### src/rtl/axil_err_responder.sv
// Terminating AXI-Lite slave: answers every write and read with a fixed error response.
// Define AXIL_ERR_RESP_CNT_EN to build the saturating completed-error counters.
//
// write state | meaning
// ------------+------------------------------------------------
// IDLE        | nothing held, AW and W both accepted
// HAVE_AW     | address taken, waiting for write data
// HAVE_W      | write data taken, waiting for address
// RESP        | pair complete, B presented until bready
module axil_err_responder #(
  parameter int                    ADDR_WIDTH = 32,
  parameter int                    DATA_WIDTH = 32,
  parameter logic [1:0]            RESP       = 2'b10,
  parameter logic [DATA_WIDTH-1:0] RDATA_FILL = '0,
  parameter int                    CNT_WIDTH  = 16
) (
  input  logic                    clk_i,
  input  logic                    rst_i,
  input  logic [ADDR_WIDTH-1:0]   s_axi_awaddr,
  input  logic [2:0]              s_axi_awprot,
  input  logic                    s_axi_awvalid,
  output logic                    s_axi_awready,
  input  logic [DATA_WIDTH-1:0]   s_axi_wdata,
  input  logic [DATA_WIDTH/8-1:0] s_axi_wstrb,
  input  logic                    s_axi_wvalid,
  output logic                    s_axi_wready,
  output logic [1:0]              s_axi_bresp,
  output logic                    s_axi_bvalid,
  input  logic                    s_axi_bready,
  input  logic [ADDR_WIDTH-1:0]   s_axi_araddr,
  input  logic [2:0]              s_axi_arprot,
  input  logic                    s_axi_arvalid,
  output logic                    s_axi_arready,
  output logic [DATA_WIDTH-1:0]   s_axi_rdata,
  output logic [1:0]              s_axi_rresp,
  output logic                    s_axi_rvalid,
  input  logic                    s_axi_rready,
  output logic [CNT_WIDTH-1:0]    wr_err_cnt_o,
  output logic [CNT_WIDTH-1:0]    rd_err_cnt_o
);

  typedef enum logic [1:0] {
    IDLE    = 2'd0,
    HAVE_AW = 2'd1,
    HAVE_W  = 2'd2,
    RESP_ST = 2'd3
  } wr_state_t;

  wr_state_t wr_state, wr_state_nxt;
  logic      aw_held, w_held;
  logic      aw_hs, w_hs, b_hs;
  logic      rvalid_q;
  logic      ar_hs, r_hs;
  logic      unused_inputs;

  // Address, protection and data are never inspected; the response is fixed.
  assign unused_inputs = ^{s_axi_awaddr, s_axi_awprot, s_axi_wdata, s_axi_wstrb,
                           s_axi_araddr, s_axi_arprot};

  assign aw_held = (wr_state == HAVE_AW) || (wr_state == RESP_ST);
  assign w_held  = (wr_state == HAVE_W)  || (wr_state == RESP_ST);

  assign s_axi_awready = !aw_held;
  assign s_axi_wready  = !w_held;
  assign s_axi_bvalid  = (wr_state == RESP_ST);
  assign s_axi_bresp   = RESP;

  assign aw_hs = s_axi_awvalid && s_axi_awready;
  assign w_hs  = s_axi_wvalid  && s_axi_wready;
  assign b_hs  = s_axi_bvalid  && s_axi_bready;

  always_ff @(posedge clk_i or posedge rst_i) begin
    if (rst_i) begin
      wr_state <= IDLE;
    end else begin
      wr_state <= wr_state_nxt;
    end
  end

  always_comb begin
    wr_state_nxt = wr_state;
    case (wr_state)
      IDLE: begin
        if (aw_hs && w_hs) begin
          wr_state_nxt = RESP_ST;
        end else if (aw_hs) begin
          wr_state_nxt = HAVE_AW;
        end else if (w_hs) begin
          wr_state_nxt = HAVE_W;
        end
      end
      HAVE_AW: begin
        if (w_hs) wr_state_nxt = RESP_ST;
      end
      HAVE_W: begin
        if (aw_hs) wr_state_nxt = RESP_ST;
      end
      RESP_ST: begin
        if (b_hs) wr_state_nxt = IDLE;
      end
      default: wr_state_nxt = IDLE;
    endcase
  end

  // Read path: a single outstanding read, arready drops while R is pending.
  assign s_axi_arready = !rvalid_q;
  assign s_axi_rvalid  = rvalid_q;
  assign s_axi_rdata   = RDATA_FILL;
  assign s_axi_rresp   = RESP;

  assign ar_hs = s_axi_arvalid && s_axi_arready;
  assign r_hs  = rvalid_q && s_axi_rready;

  always_ff @(posedge clk_i or posedge rst_i) begin
    if (rst_i) begin
      rvalid_q <= 1'b0;
    end else if (ar_hs) begin
      rvalid_q <= 1'b1;
    end else if (r_hs) begin
      rvalid_q <= 1'b0;
    end
  end

`ifdef AXIL_ERR_RESP_CNT_EN
  localparam logic [CNT_WIDTH-1:0] CNT_ONE = {{(CNT_WIDTH-1){1'b0}}, 1'b1};

  logic [CNT_WIDTH-1:0] wr_cnt, rd_cnt;

  // Counters stick at all-ones so a wrapped value never hides a burst of errors.
  always_ff @(posedge clk_i or posedge rst_i) begin
    if (rst_i) begin
      wr_cnt <= '0;
      rd_cnt <= '0;
    end else begin
      if (b_hs && (wr_cnt != '1)) wr_cnt <= wr_cnt + CNT_ONE;
      if (r_hs && (rd_cnt != '1)) rd_cnt <= rd_cnt + CNT_ONE;
    end
  end

  assign wr_err_cnt_o = wr_cnt;
  assign rd_err_cnt_o = rd_cnt;
`else
  assign wr_err_cnt_o = '0;
  assign rd_err_cnt_o = '0;
`endif

endmodule

### config.mk
export PLATFORM = sky130hd
export DESIGN_NAME = axil_err_responder
export DESIGN_NICKNAME = d
export VERILOG_FILES = /design/src/rtl/axil_err_responder.sv
export SDC_FILE = /design/constraint.sdc
export NUM_CORES = 1
export LEC_CHECK = 0
export ABC_CLOCK_PERIOD_IN_PS = 3200
export BUFFER_PORTS_ARGS = -buffer_cell sky130_fd_sc_hd__buf_4
export CAP_MARGIN = 15
export CORE_AREA = 2 2 71 73
export CTS_CLUSTER_SIZE = 12
export DETAILED_ROUTE_END_ITERATION = 6
export DIE_AREA = 0 0 73 75
export PLACE_DENSITY = 0.64
export SLEW_MARGIN = 40
export SYNTH_ARGS = -nofsm -noshare
export SYNTH_HDL_FRONTEND = slang
export SYNTH_SLANG_ARGS = --single-unit
### constraint.sdc
create_clock -name clk_i -period 3.2 [get_ports clk_i]
set_input_delay 0.16 -clock clk_i [delete_from_list [all_inputs] [get_ports clk_i]]
set_output_delay 0.16 -clock clk_i [all_outputs]
set_load 0.05 [all_outputs]
==> metrics.log <==
INFO  metric synth_most_common_cell = buf_4
INFO  metric num_rows = 25
INFO  metric clock_skew = 3.64 ps
INFO  metric critical_path_data_arrival_time = 1900 ps
INFO  metric detail_route.first_pass.iterations = 4
INFO  metric p_leak = 0.451 nW
INFO  metric reg2reg_setup_slack = 1420 ps
INFO  metric slew_violations = 0
INFO  metric grtUsageTotal = 3.07%
INFO  metric clk_pin_slew = 30 ps
INFO  metric required = 3320 ps
INFO  metric insertion_delay = 220 ps
INFO  metric synth_area_leader_cell = buf_4
INFO  metric global_route_wire_length_before_repair = 1.28 mm
INFO  metric ant_nets = 0
INFO  metric area_added_between_synthesis_and_finish = -7.11%
INFO  metric detail_route.iter0.violations = 9
INFO  metric postSynth.asyncResetShare = 100%
INFO  metric postSynth.topFlopCell = dfrtp_1
INFO  metric routabilityCongestion = 0.739
INFO  metric max_clock_freq = 0.561 GHz
INFO  metric postCtsSetupBuffers = 0
INFO  metric regToRegStartpoint = wr_state[0]$_DFFE_PP0P_
INFO  metric outcome = finished clean
INFO  metric grt_pass1_vias = 306
INFO  metric yosys_warnings = 0
INFO  metric ys_top_cells_by_count = buf_4, ha_1, inv_1
INFO  metric grt_max_degree = 6
INFO  metric effective_utilization_at_floorplan = 17.4%
INFO  metric ctsRootBufferMaster = clkbuf_8
INFO  metric fin_tns_setup = 0 ps
INFO  metric min_from = s_axi_rready
INFO  metric share_of_post_route_cells_with_drive_strength_above_1 = 13.9%
INFO  metric grt_antenna_before_repair = 0
INFO  metric dieHeight = 75 um
INFO  metric design.core.area = 4660 sq um
INFO  metric synth_area_per_cell = 8.02 sq um
INFO  metric powerDensity = 1020 nW/um^2
INFO  metric synth_top_area_share = 63.1%
INFO  metric die_x = 73 um
INFO  metric clk_path_buf_depth = 2
INFO  metric final-hold-violation-count = 0
INFO  metric post-route-drc-count = 0
INFO  metric fp.dieArea = 5480 sq um
INFO  metric design.portCount = 186
INFO  metric num_vias = 470
INFO  metric max_cap_violations = 0
INFO  metric clock_sinks = 3
INFO  metric cts_tree = yes
INFO  metric post_cts.resized_instances = 0
INFO  metric h-tree-depth = 1
INFO  metric finish.net_count = 235
INFO  metric average_detailed_routed_wire_length_per_instance = 6.05 um
INFO  metric vdd.ir_drop.worst = 605 uV
INFO  metric synthTopCellsByArea = buf_4, dfrtp_1, ha_1
INFO  metric grt_overflow = 0
INFO  metric path_cells = ha_1 -> nor2b_4 -> o32a_1 -> o221a_1 -> a211oi_2
INFO  metric tritoncts.num_buffers = 3
INFO  metric r2r_cells = 5
INFO  metric number_of_cells_in_the_finished_layout_apart_from_fillers = 169
INFO  metric worstHoldPathCells = 2
INFO  metric setup_violations = 0
INFO  metric cpMaxStageDelayCell = dfrtp_1
INFO  metric synth_cells = 101
INFO  metric hold_end = s_axi_rvalid$_DFFE_PP0P_
INFO  metric number_of_synthesized_register_bits = 3
INFO  metric critical_path.startpoint_type = register
INFO  metric place_hpwl = 875 um
INFO  metric cts_hold_repair.buffers = 1
INFO  metric total_inserted_antenna_cells = 0
INFO  metric port_buffers = 11
INFO  metric wirelength = 1.02 mm
INFO  metric crit_type = register to register
INFO  metric synth-edff-count = 0
INFO  metric reg2reg_to = wr_state[0]$_DFFE_PP0P_
INFO  metric hold_slack = 111 ps
INFO  metric crit_path_end_kind = register
INFO  metric synth_cell_type_count = 19
INFO  metric numPlacedInstances = 164
INFO  metric viasPerCell = 2.78
INFO  metric largest_driver_fanout_on_the_critical_path = 4
INFO  metric mappedNetlistArea = 810 sq um
INFO  metric cpPeakStageDelay = 410 ps
INFO  metric rsz0062_at_grt = false
INFO  metric seq_area_frac_synth = 9.27%
INFO  metric final_period_minus_worst_setup_slack = 1780 ps
INFO  metric placed_area = 697 sq um
INFO  metric holdCritPathClass = input port to register
INFO  metric fin_crit_sh = 55.7%
INFO  metric final_cell_area = 752 sq um
flip-flops by register name, summed over array words and instances, names as in the netlist:
signal / count
wr_state: 2
s_axi_rvalid: 1
where the power goes:
part / leakage, nW / internal [W] / switching [W]
sequential: 0.0343 / 0.0000556 / 0.0000187
clock: 0.0228 / 0.0000850 / 0.0000253
combinational: 0.394 / 0.000154 / 0.000427
total: 0.451 / 0.000295 / 0.000471
layout make-up:
class                      instances  area, sq um
tap                               54         67.6
fill                             521         3910
clock buffer                       4         45.0
inverter                           5         18.8
timing repair buffer              12         92.6
sequential                         3         75.1
multi-input combinational         91          453
routing by layer:
layer	wire length [um]	track usage, %
met1	330	3.13
met2	528	5.61
met3	163	1.20
met4	0	1.23
met5	0	0
critical path, delay by kind of cell (launching register included):
kind,cells,cell delay [ps]
compound gates,3,840
fa+ha+maj,1,280
flops,1,410
simple gates,1,160
worst max path at each step:
| stage | startpoint | to | slack (ps) | cells past startpoint |
|---|---|---|---|---|
| detailed placement | wr_state[0]$_DFFE_PP0P_ | wr_state[0]$_DFFE_PP0P_ | 1430 | 5 |
| global placement | wr_state[0]$_DFFE_PP0P_ | wr_state[1]$_DFFE_PP0P_ | 1500 | 5 |
| global route | wr_state[0]$_DFFE_PP0P_ | wr_state[0]$_DFFE_PP0P_ | 1380 | 5 |
| CTS | wr_state[0]$_DFFE_PP0P_ | wr_state[0]$_DFFE_PP0P_ | 1400 | 5 |
| finish | wr_state[0]$_DFFE_PP0P_ | wr_state[0]$_DFFE_PP0P_ | 1420 | 5 |
| floorplan | wr_state[0]$_DFFE_PP0P_ | wr_state[1]$_DFFE_PP0P_ | 1140 | 5 |
cell usage in the layout, fill, tap and decap left out, types with 3 or more instances in the layout:
cell type,synthesis,layout
clkbuf_8,0,3
nor2_1,4,4
inv_1,5,5
dfrtp_1,3,3
ha_1,6,6
buf_4,68,11
conb_1,2,68
cell families after synthesis:
group                    Yosys count  share of synthesized area (%)
AO/OA/AOI/OAI                      7                           7.42
adder cells (fa/ha/maj)            6                           9.27
buffers and inverters             73                           65.4
flip-flops                         3                           9.27
multiplexers                       1                           1.24
other                              2                          0.928
AND/OR/NAND/NOR                    9                           6.49
metrics by stage:
step | total power [W] | util (%) | setup slack, ps
after detailed placement | 0.000649 | 15.0 | 1430
after floorplan | 0.000616 | - | 1140
after CTS | 0.000769 | 16.1 | 1400
final | 0.000766 | 16.1 | 1420
after global placement | 0.000637 | 15.0 | 1500
after global routing | 0.000812 | 16.1 | 1380
Note: power is estimated with default switching activity, not from simulation.
